### src/rtl/commit_store_buffer.sv
// commit_store_buffer: in-order post-commit store buffer with cache drain FSM and store-to-load forwarding
module commit_store_buffer #(
    parameter int SB_ENTRIES   = 8,
    parameter int COMMIT_WIDTH = 2,
    parameter int ADDR_BITS    = 64,
    parameter int WORD_SIZE    = 64
) (
    input  logic                              clk_in,
    input  logic                              rst_in,
    input  logic                              flush_in,
    input  logic [COMMIT_WIDTH-1:0]           str_valid_in,
    input  logic [COMMIT_WIDTH*ADDR_BITS-1:0] str_addr_in,
    input  logic [COMMIT_WIDTH*WORD_SIZE-1:0] str_data_in,
    output logic [$clog2(SB_ENTRIES+1)-1:0]   free_out,
    output logic                              empty_out,
    output logic                              overflow_err_out,
    output logic                              mem_req_valid_out,
    input  logic                              mem_req_ready_in,
    output logic [ADDR_BITS-1:0]              mem_req_addr_out,
    output logic [WORD_SIZE-1:0]              mem_req_data_out,
    input  logic                              mem_ack_in,
    input  logic [ADDR_BITS-1:0]              ld_addr_in,
    output logic                              ld_hit_out,
    output logic [WORD_SIZE-1:0]              ld_data_out
);
    localparam int PTR_W = $clog2(SB_ENTRIES);
    localparam int CNT_W = $clog2(SB_ENTRIES+1);
    localparam logic [ADDR_BITS-1:0] DW_MASK = ~(ADDR_BITS'(WORD_SIZE/8 - 1));

    typedef enum logic [1:0] {IDLE, SEND, WAIT_ACK} state_t;

    logic [ADDR_BITS-1:0] addr_q [SB_ENTRIES];
    logic [WORD_SIZE-1:0] data_q [SB_ENTRIES];
    logic [PTR_W-1:0]     head_q, tail_q, fwd_idx;
    logic [CNT_W-1:0]     count_q, count_d, free_q, acc;
    logic                 ovf_q, drop, pop, req_valid_q;
    state_t               state_q;
    logic                 wr_en  [COMMIT_WIDTH];
    logic [PTR_W-1:0]     wr_idx [COMMIT_WIDTH];
    logic                 unused_flush;

    // entries are architectural, so a pipeline flush deliberately touches nothing
    assign unused_flush = flush_in;

    assign pop               = (state_q == WAIT_ACK) && mem_ack_in;
    assign count_d           = count_q + acc - CNT_W'(pop);
    assign free_out          = free_q;
    assign overflow_err_out  = ovf_q;
    assign empty_out         = (count_q == '0) && (state_q == IDLE);
    assign mem_req_valid_out = req_valid_q;
    assign mem_req_addr_out  = req_valid_q ? (addr_q[head_q] & DW_MASK) : '0;
    assign mem_req_data_out  = req_valid_q ? data_q[head_q] : '0;

    // compact valid slots into the tail, older slots first; anything beyond the free space is dropped
    always_comb begin
        acc  = '0;
        drop = 1'b0;
        for (int j = 0; j < COMMIT_WIDTH; j++) begin
            wr_idx[j] = tail_q + PTR_W'(acc);
            wr_en[j]  = str_valid_in[j] && (acc < free_q);
            drop      = drop | (str_valid_in[j] && !wr_en[j]);
            acc       = acc + CNT_W'(wr_en[j]);
        end
    end

    // entry storage; no reset needed since validity comes from head/count
    always_ff @(posedge clk_in) begin
        for (int j = 0; j < COMMIT_WIDTH; j++) begin
            if (wr_en[j]) begin
                addr_q[wr_idx[j]] <= str_addr_in[j*ADDR_BITS +: ADDR_BITS];
                data_q[wr_idx[j]] <= str_data_in[j*WORD_SIZE +: WORD_SIZE];
            end
        end
    end

    // pointers, occupancy, registered free count and sticky overflow flag
    always_ff @(posedge clk_in) begin
        if (rst_in) begin
            head_q  <= '0;
            tail_q  <= '0;
            count_q <= '0;
            free_q  <= CNT_W'(SB_ENTRIES);
            ovf_q   <= 1'b0;
        end else begin
            head_q  <= head_q + PTR_W'(pop);
            tail_q  <= tail_q + PTR_W'(acc);
            count_q <= count_d;
            free_q  <= CNT_W'(SB_ENTRIES) - count_d;
            ovf_q   <= ovf_q | drop;
        end
    end

    // drain FSM: one outstanding cache write at a time, head popped only on ack
    always_ff @(posedge clk_in) begin
        if (rst_in) begin
            state_q     <= IDLE;
            req_valid_q <= 1'b0;
        end else begin
            case (state_q)
                IDLE: if (count_q != '0) begin
                    state_q     <= SEND;
                    req_valid_q <= 1'b1;
                end
                SEND: if (mem_req_ready_in) begin
                    state_q     <= WAIT_ACK;
                    req_valid_q <= 1'b0;
                end
                WAIT_ACK: if (mem_ack_in) begin
                    state_q     <= (count_d != '0) ? SEND : IDLE;
                    req_valid_q <= (count_d != '0);
                end
                default: begin
                    state_q     <= IDLE;
                    req_valid_q <= 1'b0;
                end
            endcase
        end
    end

    // youngest-match forwarding: scan oldest to youngest so later matches win
    always_comb begin
        ld_hit_out  = 1'b0;
        ld_data_out = '0;
        fwd_idx     = head_q;
        for (int k = 0; k < SB_ENTRIES; k++) begin
            fwd_idx = head_q + PTR_W'(k);
            if ((CNT_W'(k) < count_q) && ((addr_q[fwd_idx] & DW_MASK) == (ld_addr_in & DW_MASK))) begin
                ld_hit_out  = 1'b1;
                ld_data_out = data_q[fwd_idx];
            end
        end
    end
endmodule

### config.mk
export PLATFORM = sky130hd
export DESIGN_NAME = commit_store_buffer
export DESIGN_NICKNAME = d
export VERILOG_FILES = /design/src/rtl/commit_store_buffer.sv
export SDC_FILE = /design/constraint.sdc
export NUM_CORES = 2
export LEC_CHECK = 0
export CAP_MARGIN = 25
export CORE_ASPECT_RATIO = 1.25
export CORE_MARGIN = 2
export CORE_UTILIZATION = 50
export CTS_CLUSTER_DIAMETER = 40
export DETAILED_ROUTE_END_ITERATION = 12
export PLACE_DENSITY_LB_ADDON = 0.3
export SLEW_MARGIN = 5
export SYNTH_ARGS = -nofsm -noshare
export SYNTH_HDL_FRONTEND = slang
export SYNTH_SLANG_ARGS = --single-unit
export TNS_END_PERCENT = 30
### constraint.sdc
create_clock -name clk_in -period 13 [get_ports clk_in]
set_input_delay 1.95 -clock clk_in [delete_from_list [all_inputs] [get_ports clk_in]]
set_output_delay 1.95 -clock clk_in [all_outputs]
set_load 0.05 [all_outputs]
After elaboration in Yosys (flattened, before gate mapping)

Memories as Yosys holds them, arrays and structs flattened. A register that Yosys moved wholly into a read port is not among the register bits.
Cells that the tools add are included.

RAM bits: 1,024
Memories kept: 2
Bits in registers: 18
Bits of input ports: 327
Word-level logic and storage cells: 102

Memory list:

| name   | depth | bits a word | rd ports | clocked after memory_dff | write ports | RTL line | RTL |
|---|---|---|---|---|---|---|---|
| addr_q | 8     | 64          | 8        | 1                        | 2           | 32       | `logic [ADDR_BITS-1:0] addr_q [SB_ENTRIES];` |
| data_q | 8     | 64          | 8        | 1                        | 2           | 33       | `logic [WORD_SIZE-1:0] data_q [SB_ENTRIES];` |

Bitwise gates (word level): 2
Reductions and logical operators: 21
Equality and inequality tests: 13
$add $sub $neg: 14
Magnitude comparators: 10
Multiplexer cells: 33

Operators with widths:

| kind                  | number |
|---|---|
| $mux W64              | 10 |
| $eq A61 B61 Y1        | 8 |
| $lt A3 B4 Y1 const A  | 4 |
| $mux W1               | 16 |
| $logic_and A1 B1 Y1   | 14 |
| $add A3 B3 Y3 const B | 4 |
| $lt A1 B4 Y1 const A  | 3 |
| $lt A2 B4 Y1 const A  | 2 |
| $reduce_bool A4 Y1    | 2 |
| $add A3 B1 Y3         | 2 |
| $add A3 B2 Y3 const B | 2 |
| $mux W2               | 3 |
| $mux W3               | 2 |
| $pmux W2 S3           | 1 |
| $add A4 B4 Y4         | 1 |
| $logic_not A4 Y1      | 1 |
| $lt A1 B4 Y1          | 1 |
| $ne A2 B2 Y1 const B  | 2 |
| $sub A4 B1 Y4         | 1 |
| $sub A4 B4 Y4 const A | 1 |
| $add A3 B1 Y3 const B | 1 |
| $add A3 B2 Y3         | 1 |
| $pmux W1 S3           | 1 |
| $reduce_and A3 Y1     | 1 |
| other kinds (7)       | 9 |

Depth between registers and ports, before layout

Depth in word-level cells: 11
Mapped depth: 27
Depth with buffers taken out: 15

Worst setup path before layout

Ideal clock, no wire load.

Path kind: input to register
From: input port str_valid_in[0]
To: memory addr_q[0][10] (enable)
Cell stages on the path: 3
Slack: 0.627 ns
Data arrival time: 11.580 ns
Required time: 12.207 ns
Cells stage by stage: a21boi_0 > nand2_1 > o31ai_1

RTL lines:

| item            | RTL line | RTL |
|---|---|---|
| start, declared | 11       | `input logic [COMMIT_WIDTH-1:0] str_valid_in,` |
| end, declared   | 32       |  |

Worst setup path in the final report

From: register head_q[1]
To: output port ld_data_out[11]

Word-level cells in the longest chain between the ends: 11
Elaborated cells on any way between the ends: 30

Ends and longest elaborated chain:

| item                   | RTL line | RTL |
|---|---|---|
| start, declared        | 34       | `logic [PTR_W-1:0] head_q, tail_q, fwd_idx;` |
| start signal, assigned | 85       | `head_q <= head_q + PTR_W'(pop);` |
| $add A3 B1 Y3          | 126      | `fwd_idx = head_q + PTR_W'(k);` |
| $mem_v2 Z8 W64         | -        |  |
| $eq A61 B61 Y1         | 127      | `if ((CNT_W'(k) < count_q) && ((addr_q[fwd_idx] & DW_MASK) == (ld_addr_in & DW_MASK))) begin` |
| $logic_and A1 B1 Y1    | 127      |  |
| $mux W64 (6 in a row)  | 127      |  |
| $mux W64 (*)           | 127      |  |
| end, declared          | 24       | `output logic [WORD_SIZE-1:0] ld_data_out` |

Every way passes the cells marked *; elsewhere a longest branch is shown, timed or not.

==> out/results.txt <==
For this run the aggregate overflow at the end of global routing stands at 0. After detailed routing, the number of remaining DRC violations is 0. In the global route stage, overall resource usage came out at 45.9%.

For the area of the core, the log shows 184000 um^2. The chip height works out to 484 um. By area the synthesized netlist is led by sky130_fd_sc_hd__edfxtp_1, sky130_fd_sc_hd__mux4_2, sky130_fd_sc_hd__mux2_2. The fmax is 84.3 MHz. For the setup TNS, the log shows 0 ns. TritonCTS built the clock tree. For the total cell area at the placement stage, the log shows 99100 um^2. Synthesis handed over a netlist of 7880 instances. The tools report the area of the mapped netlist as 92300 um^2. Port buffering added 513 buffers.

Global routing used 54.8% of the available met1 tracks. The area enclosed by the die boundary is 188000 um^2, and the worst vdd rail ir drop is 0.301 mV. For this run, the register share of the synthesized area comes to 32.9%. Entering global routing, the biggest net connects 154 pins. The first-iteration detailed-routing DRC count is 11967. The area growth from synthesis to layout was 13.0%; the required time reported for the critical path endpoint was 11.05 ns.

The detailed-route vias per instance came out at 7.44. STA classifies the critical path endpoint as an output pin. The post-route netlist has 31.7% of its cells at a drive strength greater than 1. The total number of H-tree levels is 4, and the total of hold buffers inserted after clock tree synthesis is 0. The worst relative slew slack was 13.3%.

After synthesis, the largest area contributor takes up 32.5% of total cell area. The number of synthesis warnings is 0. The tools report the final non-filler cell area as 104000 um^2. Counting every sink on the clock net gives 1017.

During I/O placement, the number of pins put on the boundary was 527. For the initial antenna violation count, the log shows 81. The flow ran to the end, and the final reports show no timing, DRC or antenna violations.

Number of cell rows: 176. The count of unique library cells instantiated by Yosys came out at 90. In the global route stage, met2 resource usage came out at 70.6%. The root buffer cell was sky130_fd_sc_hd__clkbuf_16. For the number of global-route vias before repair, the log shows 74071. The tightest min-delay check is of the reg -> reg type. After detailed routing, the total wire length is 441 mm.

STA puts the critical path data arrival time at 9.91 ns. Yosys mapped a number of flops with a built-in enable equal to 1000. Of all nets on the critical path, the largest fanout is 90. Once the clock tree was built, the setup fixing pass inserted 0 buffers. For the number of max-cap violations, the log shows 0.

At the end of the flow, the number of nets in the layout was 8369. The later pin in the worst-skew pair is clocked with a latency of 0.81 ns. The maximum count of clock buffers along a single path came out at 3. The first detailed-routing pass took 7 iterations.

The run gives 0 as the final-report hold violation count. The tools report the number of pins exceeding their max-slew limit in the final report as 0. The total via count in the routed design is 78912. Subtracting the final worst setup slack from the clock period gives 11.86 ns. The power per cell area came out at 168 nW/um^2.

The number of CTS-inserted buffers came out at 147. The CTS clock-pin slew for the worst setup and hold paths is 0.06 ns. The worst-margin pin slew works out to 1.28 ns. Setup repair after global routing left no endpoint under its margin. Routing layer with the top usage in global route: met2.

Sorting the synthesized cells by how often they occur yields sky130_fd_sc_hd__mux2_2, sky130_fd_sc_hd__edfxtp_1, sky130_fd_sc_hd__mux4_2. The critical path is of the reg -> out type. Dividing the detail-routed wire length by the instance count gives 41.6 um. From left edge to right edge, the die measures 388 um. The cell type with the largest total area after synthesis is sky130_fd_sc_hd__edfxtp_1. The worst setup path is launched from a flip-flop. Each instance of the synthesized netlist takes up on average 11.7 um^2. In this run, post-CTS repair resized a total of 0 instances. The total half-perimeter wirelength after legalization and detailed placement came out at 302 mm. The share of the clock period used by the worst path is 91.3%.

Counting flops with an async set or reset pin after synthesis yields a share of 0%. The global-route wire length before repair was 602 mm. For the reported leakage power, the log shows 33.5 nW.

The most common cell in the synthesized netlist was sky130_fd_sc_hd__mux2_2. The initial utilization of the core area, before any placement, comes to 50.2%. Setup violations remaining at the end of the flow were counted as 0. Synthesis inferred 1017 register bits.

For met3 alone, demand over resource in global routing was 13.3%. The count of nets left with antenna violations once routing finished came out at 0. The most used flip-flop cell after synthesis is sky130_fd_sc_hd__edfxtp_1. At the end of routability-driven placement, the weighted congestion stood at 1.14. On the final layout, the worst clock skew is 0.0552 ns.
[registers in the layout, indices dropped and copies added, names as in the netlist]
register,cells
mem_req_valid_out,1
state_q,2
data_q,512
head_q,3
overflow_err_out,1
tail_q,3
count_q,4
addr_q,488
free_out,3
[routing by layer]
| layer | share of wire, % | vias to the layer above |
|---|---|---|
| li1 | - | 31506 |
| met1 | 34 | 39485 |
| met2 | 45 | 6288 |
| met3 | 12 | 1561 |
| met4 | 9.3 | 72 |
| met5 | 0.11 | - |
[stage by stage]
step | util [%] | power [mW] | cells | setup WS, ns | hold slack (ns)
6_report | 56.8 | 17.5 | 10602 | 1.14 | 0.473
5_1_grt | 56.7 | 17.9 | 10549 | 1.36 | 0.524
4_1_cts | 56.6 | 17.2 | 10529 | 1.55 | 0.474
3_5_place_dp | 53.9 | 13.2 | 10263 | 2.34 | 0.458
3_3_place_gp | 53.9 | 13.0 | 10253 | 2.29 | 0.448
2_1_floorplan | - | 10.1 | 7882 | 0.627 | 0.522
[layout by cell type (no fill, tap or decap), drive strengths merged, types with 161 or more instances in the layout]
| master | netlist | layout |
|---|---|---|
| a21oi | 439 | 439 |
| buf | 357 | 233 |
| clkbuf | 396 | 161 |
| clkdlybuf4s50 | 0 | 513 |
| edfxtp | 1000 | 1000 |
| mux2 | 1150 | 1150 |
| mux2i | 663 | 663 |
| mux4 | 796 | 796 |
| nand2 | 541 | 541 |
| nor2 | 552 | 552 |
| o21ai | 307 | 307 |
| xnor2 | 363 | 363 |
[cell families after synthesis]
logic type,after synthesis,synth area share [%]
compound gates,1349,9.52
flops,1017,32.9
buf+inv,820,4.30
xor+xnor,408,3.90
other cells,1,0.00406
fa+ha+maj,19,0.271
mux,2609,40.7
simple gates,1657,8.38
[report_power, final]
group	internal (mW)	total, mW	leakage (nW)	switching [mW]
Clock	2.34	4.02	2.35	1.68
Sequential	4.64	5.25	9.29	0.606
Combinational	2.97	8.26	21.9	5.29
[final cells by class]
type / count / area [um^2]
Clock inverter: 105 / 1110
Timing Repair Buffer: 746 / 7290
Fill cell: 15229 / 79400
Inverter: 67 / 264
Tap cell: 2403 / 3010
Antenna cell: 58 / 145
Sequential cell: 1017 / 30400
Multi-Input combinational cell: 6045 / 58300
Clock buffer: 161 / 3770
[worst paths after layout]
kind,from,end,slack (ns),depth (start not counted)
worst max register to register,count_q[0]$_SDFF_PP0_,addr_q[2][34]$_DFFE_PP_,7.30,8
worst min register to register,overflow_err_out$_SDFF_PP0_,overflow_err_out$_SDFF_PP0_,0.47,2
worst min-delay path,overflow_err_out$_SDFF_PP0_,overflow_err_out$_SDFF_PP0_,0.47,2
worst max-delay path,head_q[1]$_SDFF_PP0_,ld_data_out[11],1.14,15
[worst max-delay path: stages (launching register included)]
cell and delay [ns]:
sky130_fd_sc_hd__dfxtp_4 0.69, sky130_fd_sc_hd__inv_8 0.36, sky130_fd_sc_hd__ha_4 1.00, sky130_fd_sc_hd__buf_4 0.68, sky130_fd_sc_hd__mux4_2 0.64, sky130_fd_sc_hd__mux2i_1 0.18
sky130_fd_sc_hd__xnor2_1 0.32, sky130_fd_sc_hd__nor4_2 1.10, sky130_fd_sc_hd__o2111ai_1 0.31, sky130_fd_sc_hd__nor4_2 0.68, sky130_fd_sc_hd__buf_4 0.75, sky130_fd_sc_hd__buf_4 0.67
sky130_fd_sc_hd__a2bb2oi_1 0.22, sky130_fd_sc_hd__a221oi_1 0.34, sky130_fd_sc_hd__a21oi_1 0.18, sky130_fd_sc_hd__clkdlybuf4s50_1 0.73
Note: power is estimated with default switching activity, not from simulation.
